**config.mk**
```make
export PLATFORM = sky130hd
export DESIGN_NAME = sys_timer_flat
export DESIGN_NICKNAME = d
export VERILOG_FILES = /design/src/rtl/sys_timer_if.sv /design/src/rtl/sys_timer.sv /design/src/flat_wrapper.sv
export SDC_FILE = /design/constraint.sdc
export NUM_CORES = 1
export LEC_CHECK = 0
export CORE_UTILIZATION = 60
export DETAILED_ROUTE_END_ITERATION = 10
export GPL_TIMING_DRIVEN = 0
export PLACE_DENSITY = 0.83
export SLEW_MARGIN = 20
export SYNTH_ARGS = -nofsm -noshare
export SYNTH_HDL_FRONTEND = slang
export SYNTH_SLANG_ARGS = --single-unit
```
**constraint.sdc**
```tcl
create_clock -name clk -period 6.95 [get_ports clk]
set_input_delay 1.0425 -clock clk [delete_from_list [all_inputs] [get_ports clk]]
set_output_delay 1.0425 -clock clk [all_outputs]
set_load 0.02 [all_outputs]
```
**src/rtl/sys_timer_if.sv**
```systemverilog
// OTTER system bus: word read/write access from the CPU with registered
// read data and error status returned by the secondary.
interface otter_bus;
    logic        wr;
    logic        rd;
    logic [1:0]  size;
    logic [31:0] addr;
    logic [31:0] wdata;
    logic [31:0] rdata;
    logic        error;

    modport master (
        output wr, rd, size, addr, wdata,
        input  rdata, error
    );

    modport secondary (
        input  wr, rd, size, addr, wdata,
        output rdata, error
    );
endinterface

```
**src/rtl/sys_timer.sv**
```systemverilog
// Machine timer on the OTTER system bus: 64-bit mtime/mtimecmp, CTRL.EN and a
// level interrupt. Define SYS_TIMER_PRESCALE_EN to build the DIV clock prescaler.
module sys_timer #(
    parameter int unsigned DIV = 1
) (
    input  logic       clk,
    input  logic       rst_n,
    otter_bus.secondary bus,
    output logic       irq_timer
);

    localparam logic [4:0]  OFF_MTIME_LO    = 5'h00;
    localparam logic [4:0]  OFF_MTIME_HI    = 5'h04;
    localparam logic [4:0]  OFF_MTIMECMP_LO = 5'h08;
    localparam logic [4:0]  OFF_MTIMECMP_HI = 5'h0C;
    localparam logic [4:0]  OFF_CTRL        = 5'h10;
    localparam logic [15:0] PRESC_LAST      = 16'(DIV - 1);

    logic [63:0] mtime_q, mtime_d;
    logic [63:0] mtimecmp_q, mtimecmp_d;
    logic [31:0] shadow_q, shadow_d;
    logic [31:0] rdata_q, rdata_d;
    logic        en_q, en_d;
    logic        error_q, error_d;
    logic        irq_q;
    logic [15:0] presc_cnt;
    logic        tick;
    logic [4:0]  offset;
    logic        access;
    logic        bad;
    logic        wr_ok;
    logic        rd_ok;
    logic [3:0]  unused_region;

    assign offset        = bus.addr[4:0];
    assign unused_region = bus.addr[31:28];
    assign access        = bus.rd | bus.wr;
    // Offsets above CTRL with aligned low bits are exactly the 0x14..0x1C hole.
    assign bad    = (bus.size != 2'd2) || (bus.addr[1:0] != 2'b00) ||
                    (bus.addr[27:5] != 23'd0) || (offset > OFF_CTRL) ||
                    (bus.rd && bus.wr);
    assign wr_ok  = bus.wr && !bad;
    assign rd_ok  = bus.rd && !bad;

`ifdef SYS_TIMER_PRESCALE_EN
    logic [15:0] presc_q, presc_d;

    assign presc_cnt = presc_q;

    always_comb begin
        presc_d = presc_q;
        if (en_q) begin
            presc_d = tick ? 16'd0 : presc_q + 16'd1;
        end
    end

    always_ff @(posedge clk or negedge rst_n) begin
        if (!rst_n) begin
            presc_q <= 16'd0;
        end else begin
            presc_q <= presc_d;
        end
    end
`else
    // No prescaler: pin the count at its wrap value so every enabled clock ticks.
    assign presc_cnt = PRESC_LAST;
`endif

    assign tick = en_q && (presc_cnt == PRESC_LAST);

    always_comb begin
        mtime_d    = mtime_q + {63'd0, tick};
        mtimecmp_d = mtimecmp_q;
        en_d       = en_q;
        shadow_d   = shadow_q;
        rdata_d    = rdata_q;
        error_d    = error_q;

        if (access) begin
            error_d = bad;
            rdata_d = 32'd0;
        end

        // An mtime write replaces the pending tick for the whole 64-bit value.
        if (wr_ok) begin
            case (offset)
                OFF_MTIME_LO:    mtime_d    = {mtime_q[63:32], bus.wdata};
                OFF_MTIME_HI:    mtime_d    = {bus.wdata, mtime_q[31:0]};
                OFF_MTIMECMP_LO: mtimecmp_d = {mtimecmp_q[63:32], bus.wdata};
                OFF_MTIMECMP_HI: mtimecmp_d = {bus.wdata, mtimecmp_q[31:0]};
                OFF_CTRL:        en_d       = bus.wdata[0];
                default:         ;
            endcase
        end

        if (rd_ok) begin
            case (offset)
                OFF_MTIME_LO: begin
                    rdata_d  = mtime_q[31:0];
                    shadow_d = mtime_q[63:32];
                end
                OFF_MTIME_HI:    rdata_d = shadow_q;
                OFF_MTIMECMP_LO: rdata_d = mtimecmp_q[31:0];
                OFF_MTIMECMP_HI: rdata_d = mtimecmp_q[63:32];
                OFF_CTRL:        rdata_d = {31'd0, en_q};
                default:         ;
            endcase
        end
    end

    always_ff @(posedge clk or negedge rst_n) begin
        if (!rst_n) begin
            mtime_q    <= 64'd0;
            mtimecmp_q <= 64'hFFFF_FFFF_FFFF_FFFF;
            en_q       <= 1'b1;
            shadow_q   <= 32'd0;
            rdata_q    <= 32'd0;
            error_q    <= 1'b0;
            irq_q      <= 1'b0;
        end else begin
            mtime_q    <= mtime_d;
            mtimecmp_q <= mtimecmp_d;
            en_q       <= en_d;
            shadow_q   <= shadow_d;
            rdata_q    <= rdata_d;
            error_q    <= error_d;
            irq_q      <= (mtime_q >= mtimecmp_q);
        end
    end

    assign bus.rdata = rdata_q;
    assign bus.error = error_q;
    assign irq_timer = irq_q;

endmodule

```
**src/flat_wrapper.sv**
```systemverilog
// flat-port wrapper written by rule: the top's interface ports become plain ports
module sys_timer_flat 
#(
    parameter int unsigned DIV = 1
)
  (clk, rst_n, irq_timer, bus_wr, bus_rd, bus_size, bus_addr, bus_wdata, bus_rdata, bus_error);
  otter_bus bus_i ();
  input  logic clk;
  input  logic rst_n;
  output logic irq_timer;
  input wire logic [$bits(bus_i.wr)-1:0] bus_wr;
  input wire logic [$bits(bus_i.rd)-1:0] bus_rd;
  input wire logic [$bits(bus_i.size)-1:0] bus_size;
  input wire logic [$bits(bus_i.addr)-1:0] bus_addr;
  input wire logic [$bits(bus_i.wdata)-1:0] bus_wdata;
  output wire logic [$bits(bus_i.rdata)-1:0] bus_rdata;
  output wire logic [$bits(bus_i.error)-1:0] bus_error;
  assign bus_i.wr = bus_wr;
  assign bus_i.rd = bus_rd;
  assign bus_i.size = bus_size;
  assign bus_i.addr = bus_addr;
  assign bus_i.wdata = bus_wdata;
  assign bus_rdata = bus_i.rdata;
  assign bus_error = bus_i.error;
  sys_timer #(.DIV(DIV)) u_core (.clk(clk), .rst_n(rst_n), .bus(bus_i), .irq_timer(irq_timer));
endmodule
```
==> results of run 1 <==
==> critical path: cells and delay by family <==
kind	cells	cell delay, ns
AOI/OAI and AO/OA	3	0.74
buffers and inverters	4	2.02
and+or+nand+nor	2	0.76
==> flip-flops by register name (all words and copies together), names as in the netlist <==
register	flops
u_core.shadow_q	32
u_core.bus.error	1
u_core.bus.rdata	32
u_core.irq_timer	1
u_core.en_q	1
u_core.mtimecmp_q	64
u_core.mtime_q	64
==> cell type report <==
cell class | instances | area, sq um
tap | 234 | 292.8
clock buffer | 18 | 439.2
clock inverter | 14 | 214.0
buffer | 62 | 242.7
inverter | 76 | 285.3
multi-input combinational | 791 | 5966
timing repair buffer | 101 | 1051
sequential | 195 | 4961
fill | 1390 | 5254
==> through the flow <==
step                setup TNS (ns)  instances  worst slack [ns]  instance area [sq um]  utilization
floorplan                        0       1124             3.878                  11450            -
global placement           -455.41       1457            -3.177                  12740       0.6810
detailed placement               0       1459             2.484                  12800       0.6842
CTS                              0       1491             2.935                  13450       0.7191
global route                     0       1491             2.640                  13450       0.7191
finish                           0       1491             2.738                  13450       0.7191
==> synthesized netlist by cell type, types with 3 or more instances <==
| cell | n |
|---|---|
| sky130_fd_sc_hd__buf_2 | 8 |
| sky130_fd_sc_hd__dfstp_2 | 65 |
| sky130_fd_sc_hd__a211oi_1 | 11 |
| sky130_fd_sc_hd__o31ai_1 | 9 |
| sky130_fd_sc_hd__o211ai_1 | 7 |
| sky130_fd_sc_hd__mux2_2 | 65 |
| sky130_fd_sc_hd__and4_1 | 11 |
| sky130_fd_sc_hd__a221o_1 | 3 |
| sky130_fd_sc_hd__nor2_1 | 61 |
| sky130_fd_sc_hd__buf_1 | 5 |
| sky130_fd_sc_hd__a21oi_1 | 56 |
| sky130_fd_sc_hd__nand4_1 | 36 |
| sky130_fd_sc_hd__o21a_1 | 5 |
| sky130_fd_sc_hd__a311oi_1 | 9 |
| sky130_fd_sc_hd__a221oi_1 | 3 |
| sky130_fd_sc_hd__nor4_1 | 16 |
| sky130_fd_sc_hd__ha_1 | 66 |
| sky130_fd_sc_hd__mux4_2 | 30 |
| sky130_fd_sc_hd__nand2_1 | 71 |
| sky130_fd_sc_hd__a22oi_1 | 3 |
| sky130_fd_sc_hd__a22o_1 | 32 |
| sky130_fd_sc_hd__nor3_1 | 28 |
| sky130_fd_sc_hd__o21ai_0 | 73 |
| sky130_fd_sc_hd__a211o_1 | 9 |
| sky130_fd_sc_hd__mux2i_1 | 9 |
| sky130_fd_sc_hd__o22ai_1 | 7 |
| sky130_fd_sc_hd__clkbuf_1 | 49 |
| sky130_fd_sc_hd__o32ai_1 | 3 |
| sky130_fd_sc_hd__a21o_1 | 11 |
| sky130_fd_sc_hd__or4_1 | 8 |
| sky130_fd_sc_hd__and2_1 | 7 |
| sky130_fd_sc_hd__nand2b_1 | 3 |
| sky130_fd_sc_hd__dfrtp_1 | 130 |
| sky130_fd_sc_hd__nor2b_1 | 3 |
| sky130_fd_sc_hd__a31oi_1 | 6 |
| sky130_fd_sc_hd__o41ai_1 | 4 |
| sky130_fd_sc_hd__or3_1 | 9 |
| sky130_fd_sc_hd__and3_1 | 22 |
| sky130_fd_sc_hd__nand3_1 | 66 |
| sky130_fd_sc_hd__inv_1 | 76 |
==> where the power goes <==
group | switching, mW | internal [mW] | leakage, nW
registers | 0.0000000101 | 1.14 | 2.32
clock network | 0.486 | 0.626 | 0.318
logic | 0.0640 | 0.0540 | 3.12
==> logic make-up after synthesis <==
logic type	after synthesis	synth area share
and+or+nand+nor	357	0.1625
adders and majority gates	66	0.07209
xor gates and xnor gates	1	0.0007647
buffers and inverters	138	0.04610
AOI/OAI and AO/OA	261	0.1501
muxes	106	0.1353
DFF	195	0.4331
==> final timing paths <==
path | depth (start not counted) | to | slack (ns)
hold / removal | 1 | u_core.shadow_q[9] | 0.42
setup reg to reg | 9 | u_core.mtime_q[54] | 3.26
max in group asynchronous | 2 | u_core.mtimecmp_q[52] | 5.82
min in group clk | 1 | u_core.bus.rdata[0] | 0.50
hold reg to reg | 1 | u_core.bus.rdata[0] | 0.50
setup / recovery | 9 | u_core.mtime_q[58] | 2.74
==> metal layers <==
metal	vias to the layer above	track usage	routed length, um
met5	-	0	0
met3	143	0.09812	3734
met1	4963	0.5086	14280
met4	0	0.1978	1837
li1	4478	-	-
met2	628	0.6026	16690
==> results.md, run 1 <==
Critical path:
- The type of the setup path with the least slack is input port to register.
- STA classifies the critical path startpoint as an input port.
- The element type at the critical path end is a register.
- The slowest stage of the critical path is the sky130_fd_sc_hd__clkbuf_1 cell.
- The most used cell along the critical path is sky130_fd_sc_hd__clkbuf_1.
- The startpoint identified for the worst register-to-register timing path is u_core.en_q.
- The largest stage delay on the critical path is 0.71 ns.
- Traced cell by cell, the critical path runs through clkdlybuf4s50_1, or4_1, a21oi_1, and4_1, clkbuf_1, clkbuf_1, clkbuf_1, o21ai_0, a31oi_1.
- The launching element of the worst setup path is bus_addr[1].
- Data arrives at the worst endpoint at 4.57 ns.
- The required time of the critical path is 7.30 ns.
- In this run the worst path has a maximum fanout of 10.

Finish:
- In the final layout, the share of cells above drive strength 1 is 0.1671.
- In the layout the commonest cells are sky130_fd_sc_hd__dfrtp_1, sky130_fd_sc_hd__clkdlybuf4s50_1, sky130_fd_sc_hd__inv_1.
- The total inserted antenna cells is 0.
- Relative to the synthesized area, the layout overhead comes to 17.43%.
- The library cell used most frequently in the layout, excluding fill and tap cells, is sky130_fd_sc_hd__dfrtp_1.
- The final layout contains 1380 nets.

Floorplan:
- From left edge to right edge, the die measures 140.2 um.
- The initial core utilization is 0.6124.
- The total area inside the core boundary comes to 0.01871 sq mm.
- Pin placement for this block handled 104 I/O pins.
- The die covers 0.01965 sq mm.
- The height of the die is 140.2 um.
- The number of standard-cell rows in the floorplan is 50.

Clocking:
- Buffers inserted to repair hold after CTS numbered 0.
- The clock passes through at most 2 buffers.
- After clock tree synthesis, the clock-pin slew on the worst setup and hold paths is 0.08 ns.
- The number of setup buffers added after CTS is 0.
- Counting every sink on the clock net gives 195.
- The insertion delay to the later sink of the worst-skew pair is 0.45 ns.
- The deepest level of the CTS H-tree is 4.
- The cell sitting at the root of the clock tree is a sky130_fd_sc_hd__clkbuf_16.
- The post-cts resize count is 0.
- In this run, CTS created clock tree buffers numbering 17.
- The clock tree from TritonCTS is done.

Pwr:
- The analysis attributes to cell leakage a power of 5.755 nW.
- In this run the power density over the cells is 175.9 mW/mm^2.
- Total power for the finished layout comes to 2.366 mW.
- The worst voltage drop across the vdd grid is 0.1534 mV.

Synthesis:
- The synthesized design contains 195 register bits.
- The cell type contributing the most total cell area after synthesis is sky130_fd_sc_hd__dfrtp_1.
- The area share of the leading cell type in the synthesized netlist is 0.2840.
- The number of flops mapped to enable cells by yosys is 0.
- The share of synthesized registers carrying an async set or reset is 1.000.
- The synthesized net count is 1260.
- The mapped netlist covers 0.01145 sq mm.
- The netlist uses 60 different library cells.
- The synthesis warning total is 0.
- Yosys attributes the largest share of cell area to sky130_fd_sc_hd__dfrtp_1, sky130_fd_sc_hd__dfstp_2, sky130_fd_sc_hd__ha_1.
- A synthesized cell averages 10.19 sq um.
- Among all flip-flop cells after synthesis, the most frequent one is sky130_fd_sc_hd__dfrtp_1.
- After technology mapping, the gate count stands at 1124.
- The share of the Yosys chip area taken by registers is 0.4331.

Drt:
- Once detail routing completed, the nets flagged for antenna violations numbered 0.
- The first-pass iteration count of the detailed router is 10.
- Dividing the detail-routed wire length by the instance count gives 24.51 um.
- The total DRC errors in the routed layout is 0.
- After the first detailed-routing iteration, the DRC count stood at 1308.
- Summed over all layers, the routed wires come to 36540 um.
- The total via count after detailed routing is 10210.
- After detailed routing, the number of vias per cell comes to 6.849.

GRT:
- The via count of the first global-routing pass is 10150.
- After global routing the overflow that remains totals 0.
- The first global-routing pass estimated 57260 um of wire.
- The largest net degree at the start of global routing is 90.
- Across every metal layer, demand over resource in global routing totals 0.3888.
- The initial antenna violation count is 0.

Outcome:
- The run finished with clean final reports.

STA:
- For the final database, setup skew stands at 0.01328 ns.
- In the finished design, the share of the clock period the worst path needs comes to 0.6060.
- The smallest clock period supported by the final layout is computed as 4.212 ns.
- Setup repair after global routing left no endpoint under its margin.
- The hold violation total from the final report is 0.
- The final count of pins violating max slew is 0.
- The slew at the pin closest to its max-slew limit is 1.140 ns.
- For this run, the top clock speed supported by timing is 0.2374 GHz.
- Hold is met by 0.4155 ns.
- The relative max-transition margin is 0.2341.
- The total of endpoints with negative setup slack in the final report is 0.

Placed design:
- The HPWL after detailed placement is 26720 um.
- Routability-driven placement finished with a final weighted congestion of 1.002.
- During placement, the flow inserted port buffers numbering 99.

Job:
- The number of max-cap violations is 0.

Worst hold path:
- The type of the most critical hold path is input port to asynchronous set/reset pin.
Note: power is estimated with default switching activity, not from simulation.
==> inputs of run 2 (changes only) <==
Settings changed: CORE_UTILIZATION 60 to 59, PLACE_DENSITY 0.83 to 0.82.
Clock period 6.95 ns to 4.4 ns, I/O delays scaled along.
==> results.md, run 2 (synthesis gave the netlist of run 1 again) <==
STA:
- Counting I/O delays and the setup requirement, the final critical path takes 3.787 ns.
- The period utilization is 0.8606.
- The relative max-transition margin is 0.2690 (was 0.2341).
- The total of endpoints with negative setup slack in the final report is 0 (unchanged).
- The setup skew after layout is 0.01113 ns (was 0.01328 ns).
- The worst hold slack is 0.1058 ns (was 0.4155 ns).
- The maximum achievable frequency is 0.2641 GHz.
- The hold violation total from the final report is 0 (unchanged).
- The worst setup margin came to 0.6134 ns (was 2.738 ns).
- The slew at the pin closest to its max-slew limit is 1.088 ns (was 1.140 ns).
- The final count of pins violating max slew is 0 (unchanged).
- Unrepaired setup endpoints after global routing: no (unchanged).
- The post-route setup TNS was 0 ns (unchanged).

Clocking:
- The number of buffers inserted by hold repair at cts is 0 (unchanged).
- The clock-pin slew on the worst setup and hold paths is 0.08 ns (about the same).
- The CTS sink count is 195 (unchanged).
- The library cell used as clock root buffer is sky130_fd_sc_hd__clkbuf_16 (unchanged).
- The post-CTS setup buffer count came to 0 (unchanged).
- The clock tree from TritonCTS is done (unchanged).
- The insertion delay to the later sink of the worst-skew pair is 0.45 ns (about the same).
- The total clock buffers created by CTS is 17 (unchanged).
- The maximum buffer depth of the clock tree is 2 (unchanged).
- The post-cts resize count is 0 (unchanged).
- The deepest level of the CTS H-tree is 4 (unchanged).

Critical path:
- The type of the setup path with the least slack is input port to register (unchanged).
- The kind of launch point of the worst setup path is an input port (unchanged).
- The element type at the critical path end is a register (unchanged).
- The reg-to-reg setup timing slack came to 0.68 ns (was 3.26 ns).
- The required time of the critical path is 4.76 ns (was 7.30 ns).
- The startpoint of the worst-slack reg-to-reg timing path is u_core.en_q (unchanged).
- The reg-to-reg endpoint is u_core.mtime_q[54] (unchanged).
- The maximum fanout encountered on the critical timing path came to 10 (unchanged).
- The data arrival time at the worst-slack endpoint is 4.15 ns (was 4.57 ns).
- The count of cells along the worst register-to-register path was 9 (unchanged).

Drt:
- The total DRC errors in the routed layout came to 0 (unchanged).
- The total via count after detailed routing is 10410 (was 10210).
- The total wire length after detailed routing was 38010 um (was 36540 um).
- The remaining number of nets flagged by the antenna check after routing is 0 (unchanged).
- The vias per cell was 6.861 (was 6.849).
- The routed length per placed instance came to 25.05 um (was 24.51 um).
- The first-pass iteration count of the detailed router is 6 (was 10).
- The number of DRC violations after detailed-routing iteration 0 was 1482 (was 1308).

Finish:
- The area growth from synthesis to final layout was 17.62% (was 17.43%).
- The net count of the finished layout is 1380 (unchanged).
- The fraction of final layout cells with drive strength greater than 1 is 0.1687 (was 0.1671).
- The most frequent standard cell in the layout excluding fill and tap cells is sky130_fd_sc_hd__dfrtp_1 (unchanged).
- The end-of-flow core utilization came to 0.7131 (was 0.7191).
- Top library cells by usage in the layout, fill and taps aside: sky130_fd_sc_hd__dfrtp_1, sky130_fd_sc_hd__clkdlybuf4s50_1, sky130_fd_sc_hd__inv_1 (unchanged).
- The final instance area came to 0.01347 sq mm (was 0.01345 sq mm).
- Top Registers: u_core.mtime_q: 64 flops, u_core.mtimecmp_q: 64 flops (unchanged).
- The total inserted antenna cells is 0 (unchanged).

Placed design:
- The worst slack after detailed placement is 0.3540 ns (was 2.484 ns).
- The post-detailed-placement cell area is 0.01283 sq mm (was 0.01280 sq mm).
- The count of input and output buffers is 99 (unchanged).
- The HPWL after detailed placement came to 27200 um (was 26720 um).
- The weighted congestion reported at the end of routability-driven placement is 0.9689 (was 1.002).

Job:
- The number of max-cap violations is 0 (unchanged).

Pwr:
- The clock network power share was 0.464 (was 0.470).
- The net switching share of the total power is 0.2423 (was 0.2323).
- The combinational share of power is 0.051 (was 0.050).
- The static leakage is 5.746 nW (was 5.755 nW).
- The total net switching power is 0.8963 mW (was 0.5496 mW).
- The cell-internal power came to 2.802 mW (was 1.816 mW).
- The total power density per cell area was 274.5 mW/mm^2 (was 175.9 mW/mm^2).
- The worst voltage drop across the vdd grid is 0.2493 mV (was 0.1534 mV).
- The sequential fraction of design power is 0.485 (was 0.480).

Floorplan:
- The floorplan die area was 0.01998 sq mm (was 0.01965 sq mm).
- The height of the die is 141.3 um (was 140.2 um).
- The horizontal die dimension came to 141.3 um (was 140.2 um).
- The number of standard-cell rows in the floorplan is 50 (unchanged).
- The floorplan core area is 0.01889 sq mm (was 0.01871 sq mm).
- The initial core utilization came to 0.6063 (was 0.6124).
- The I/O pin count is 104 (unchanged).

GRT:
- The sum of overflow across all layers after global routing came to 0 (unchanged).
- The largest net degree at the start of global routing is 88 (was 90).
- The global-route wire length before repair was 58830 um (was 57260 um).
- The via count of the first global-routing pass is 10330 (was 10150).
- The overall routing resource usage came to 0.3944 (was 0.3888).
- The initial antenna violation count came to 0 (unchanged).

Worst hold path:
- The type of the most critical hold path is input port to asynchronous set/reset pin (unchanged).

Outcome:
- Result of the run: finished clean (unchanged).
-- run 2: cell count changes in the layout (fill, tap and decap cells not counted), sizes merged --
cell,change
bufinv,-1
clkbuf,-1
clkinvlp,+1
clkinv,+1
-- run 2: power groups by stage --
stage | sequential, mW | combinational [mW] | clock (mW)
floorplan | 1.83 | 0.0493 | 0
global placement | 1.83 | 0.179 | 0
detailed placement | 1.83 | 0.188 | 0
CTS | 1.79 | 0.188 | 1.71
global route | 1.79 | 0.202 | 1.79
finish | 1.79 | 0.188 | 1.72
-- run 2: worst max-delay path: stages --
cell and delay [ns]:
sky130_fd_sc_hd__clkdlybuf4s50_1 0.43, sky130_fd_sc_hd__nor3_1 0.58, sky130_fd_sc_hd__and3b_1 0.27, sky130_fd_sc_hd__and4_1 0.19, sky130_fd_sc_hd__clkbuf_1 0.36, sky130_fd_sc_hd__clkbuf_1 0.60, sky130_fd_sc_hd__clkbuf_1 0.60, sky130_fd_sc_hd__o21ai_0 0.21
sky130_fd_sc_hd__a21oi_1 0.22
-- run 2: routing by layer --
| metal | GRT usage | share of wire | up-vias |
|---|---|---|---|
| met5 | 0 | 0 | - |
| met4 | 0.2048 | 0.052 | 0 |
| met3 | 0.08539 | 0.090 | 164 |
| met2 | 0.6172 | 0.46 | 644 |
| met1 | 0.5184 | 0.40 | 5121 |
| li1 | - | - | 4479 |
-- run 2: how the worst max path moves through the flow --
stage / startpoint / endpoint / depth (start not counted)
after floorplan: u_core.en_q / u_core.mtime_q[57] / 9
after global placement: rst_n / u_core.shadow_q[24] / 1
after detailed placement: bus_addr[1] / u_core.mtime_q[15] / 9
after CTS: bus_addr[1] / u_core.mtime_q[15] / 9
after global routing: bus_addr[0] / u_core.mtime_q[58] / 9
final: bus_addr[1] / u_core.mtime_q[15] / 9
-- run 2: stage by stage --
step	std cells	total power [mW]
detailed placement	1485	2.014
global placement	1483	2.006
CTS	1517	3.694
global route	1517	3.786
finish	1517	3.699
floorplan	1124	1.877
-- run 2: layout make-up --
cell class / count / area, sq um
clock buffers: 17 / 425.4
clock inverters: 15 / 210.2
multi-input cells: 791 / 5971
inverters: 76 / 285.3
fillers: 1407 / 5420
repair buffers: 101 / 1051
flip-flops and latches: 195 / 4961
well taps: 260 / 325.3
plain buffers: 62 / 244.0
==> inputs of run 3 (changes only) <==
Settings changed: PLACE_DENSITY 0.82 to unset, PLACE_DENSITY_LB_ADDON set to 0.3.
==> results.md, run 3 (synthesis gave the netlist of run 1 again) <==
STA:
- The setup skew after layout is 0.01141 ns (was 0.01113 ns).
- The post-route setup TNS is 0 ns (unchanged).
- The final critical path time including I/O delays and setup is 3.865 ns (was 3.787 ns).
- The hold violation total from the final report came to 0 (unchanged).
- The period utilization is 0.8784 (was 0.8606).
- The total of endpoints with negative setup slack in the final report is 0 (unchanged).
- The slew at the pin closest to its max-slew limit is 1.244 ns (was 1.088 ns).
- The maximum achievable frequency is 0.2587 GHz (was 0.2641 GHz).
- The final count of pins violating max slew was 0 (unchanged).
- The worst hold slack is 0.07532 ns (was 0.1058 ns).
- Unrepaired setup endpoints after global routing: no (unchanged).
- The relative max-transition margin was 0.1642 (was 0.2690).

Placed design:
- The post-detailed-placement cell area is 0.01283 sq mm (unchanged).
- The count of input and output buffers is 99 (unchanged).
- The HPWL after detailed placement came to 26810 um (was 27200 um).
- The weighted congestion reported at the end of routability-driven placement came to 0.9886 (was 0.9689).
- The number of placed cells counting well taps is 1485 (unchanged).

Finish:
- The area of the multi-input gates is 0.005966 sq mm (was 0.005971 sq mm).
- The most frequent standard cell in the layout excluding fill and tap cells was sky130_fd_sc_hd__dfrtp_1 (unchanged).
- The final instance area is 0.01340 sq mm (was 0.01347 sq mm).
- The total inserted antenna cells came to 0 (unchanged).
- The net count of the finished layout is 1380 (unchanged).
- The final non-filler cell total is 1517 (unchanged).
- The register area was 0.004961 sq mm (unchanged).
- The number of filler instances in the final layout is 1455 (was 1407).
- The fraction of final layout cells with drive strength greater than 1 is 0.1671 (was 0.1687).
- The area growth from synthesis to final layout is 16.94% (was 17.62%).
- Top Registers: u_core.mtime_q: 64 flops, u_core.mtimecmp_q: 64 flops (unchanged).
- Top library cells by usage in the layout, fill and taps aside: sky130_fd_sc_hd__dfrtp_1, sky130_fd_sc_hd__clkdlybuf4s50_1, sky130_fd_sc_hd__inv_1 (unchanged).

Pwr:
- The static leakage came to 5.702 nW (was 5.746 nW).
- The total power density per cell area is 261.9 mW/mm^2 (was 274.5 mW/mm^2).
- The sequential fraction of design power came to 0.511 (was 0.485).
- The worst voltage drop across the vdd grid came to 0.2508 mV (was 0.2493 mV).
- The cell-internal power is 2.640 mW (was 2.802 mW).
- The total net switching power is 0.8688 mW (was 0.8963 mW).
- The total power draw is 3.508 mW (was 3.699 mW).
- The combinational share of power is 0.053 (was 0.051).
- The clock network power share came to 0.435 (was 0.464).
- The net switching share of the total power was 0.2476 (was 0.2423).

Floorplan:
- The initial core utilization is 0.6063 (unchanged).
- The number of standard-cell rows in the floorplan was 50 (unchanged).
- The height of the die is 141.3 um (unchanged).
- The horizontal die dimension came to 141.3 um (unchanged).
- The I/O pin count came to 104 (unchanged).
- The floorplan core area is 0.01889 sq mm (unchanged).
- The floorplan die area is 0.01998 sq mm (unchanged).

Clocking:
- The clock tree from TritonCTS is done (unchanged).
- The insertion delay to the later sink of the worst-skew pair is 0.45 ns (about the same).
- The post-cts resize count came to 0 (unchanged).
- The clock-pin slew on the worst setup and hold paths is 0.08 ns (about the same).
- The post-CTS setup buffer count is 0 (unchanged).
- The number of buffers inserted by hold repair at cts was 0 (unchanged).
- The maximum buffer depth of the clock tree was 2 (unchanged).
- The deepest level of the CTS H-tree is 4 (unchanged).
- The CTS sink count is 195 (unchanged).
- The library cell used as clock root buffer is sky130_fd_sc_hd__clkbuf_16 (unchanged).
- The total clock buffers created by CTS is 17 (unchanged).

GRT:
- The global-route wire length before repair is 57040 um (was 58830 um).
- The sum of overflow across all layers after global routing is 0 (unchanged).
- The initial antenna violation count is 0 (unchanged).
- The via count of the first global-routing pass is 10120 (was 10330).
- The overall routing resource usage is 0.3840 (was 0.3944).
- The largest net degree at the start of global routing came to 90 (was 88).

Critical path:
- The type of the setup path with the least slack is input port to register (unchanged).
- The data arrival time at the worst-slack endpoint is 4.21 ns (was 4.15 ns).
- The element type at the critical path end is a register (unchanged).
- The kind of launch point of the worst setup path was an input port (unchanged).
- The required time of the critical path was 4.74 ns (was 4.76 ns).
- The maximum fanout encountered on the critical timing path is 10 (unchanged).

Drt:
- The routed length per placed instance came to 24.27 um (was 25.05 um).
- The vias per cell is 6.770 (was 6.861).
- The number of DRC violations after detailed-routing iteration 0 was 1289 (was 1482).
- The total wire length after detailed routing is 36820 um (was 38010 um).
- The remaining number of nets flagged by the antenna check after routing is 0 (unchanged).
- The total DRC errors in the routed layout was 0 (unchanged).
- The first-pass iteration count of the detailed router is 6 (unchanged).
- The total via count after detailed routing is 10270 (was 10410).

Outcome:
- Result of the run: finished clean (unchanged).

Job:
- The number of max-cap violations came to 0 (unchanged).

Worst hold path:
- The type of the most critical hold path is input port to asynchronous set/reset pin (unchanged).
-- run 3: cell count changes in the layout (fill, tap and decap cells not counted) --
cell	previous run	this run
sky130_fd_sc_hd__bufinv_16	3	0
sky130_fd_sc_hd__inv_8	4	5
sky130_fd_sc_hd__clkbuf_8	0	1
sky130_fd_sc_hd__clkinv_8	1	0
sky130_fd_sc_hd__nor3_1	27	28
sky130_fd_sc_hd__nor3_2	1	0
sky130_fd_sc_hd__inv_6	3	0
sky130_fd_sc_hd__clkbuf_1	48	49
sky130_fd_sc_hd__clkinv_4	2	3
sky130_fd_sc_hd__clkinvlp_4	2	5
-- run 3: power groups by stage --
stage / clock network [mW] / registers [mW] / logic (mW)
2_1_floorplan: 0 / 1.83 / 0.0493
3_3_place_gp: 0 / 1.83 / 0.178
3_5_place_dp: 0 / 1.83 / 0.188
4_1_cts: 1.53 / 1.79 / 0.188
5_1_grt: 1.60 / 1.79 / 0.202
6_report: 1.53 / 1.79 / 0.187
-- run 3: critical path, cell delays in order --
cell and delay [ns]:
sky130_fd_sc_hd__clkdlybuf4s50_1 0.48, sky130_fd_sc_hd__nor3_1 0.57, sky130_fd_sc_hd__and3b_1 0.27, sky130_fd_sc_hd__and4_1 0.20, sky130_fd_sc_hd__clkbuf_1 0.34, sky130_fd_sc_hd__clkbuf_1 0.64
sky130_fd_sc_hd__clkbuf_1 0.59, sky130_fd_sc_hd__o21ai_0 0.19, sky130_fd_sc_hd__a21oi_1 0.26
-- run 3: per-layer routing --
layer / wire length (um) / track usage
met1: 14610 / 0.5058
met2: 16790 / 0.5902
met3: 3736 / 0.1023
met4: 1688 / 0.1888
met5: 0 / 0
-- run 3: area by class of cell --
cell class | instances | share of cell area
Clock buffer | 19 | 0.03307
Tap cell | 260 | 0.02429
Sequential cell | 195 | 0.3704
Inverter | 76 | 0.02130
Clock inverter | 13 | 0.008967
Timing Repair Buffer | 101 | 0.07846
Buffer | 62 | 0.01821
Multi-Input combinational cell | 791 | 0.4454
-- run 3: path summary, 6_finish.rpt --
check | start | end | cells past startpoint | slack, ns
setup / recovery | bus_addr[4] | u_core.mtime_q[53] | 9 | 0.53
hold / removal | rst_n | u_core.shadow_q[10] | 1 | 0.08
setup reg to reg | u_core.en_q | u_core.mtime_q[54] | 9 | 0.75
hold reg to reg | u_core.bus.rdata[1] | u_core.bus.rdata[1] | 1 | 0.50
max in group asynchronous | rst_n | u_core.mtimecmp_q[27] | 2 | 3.55
min in group clk | u_core.bus.rdata[1] | u_core.bus.rdata[1] | 1 | 0.50
-- run 3: stage by stage --
| step | worst slack [ns] | util |
|---|---|---|
| 2_1_floorplan | 1.674 | - |
| 3_3_place_gp | -5.401 | 0.6760 |
| 3_5_place_dp | 0.3294 | 0.6791 |
| 4_1_cts | 0.7731 | 0.7089 |
| 5_1_grt | 0.5099 | 0.7090 |
| 6_report | 0.5349 | 0.7090 |
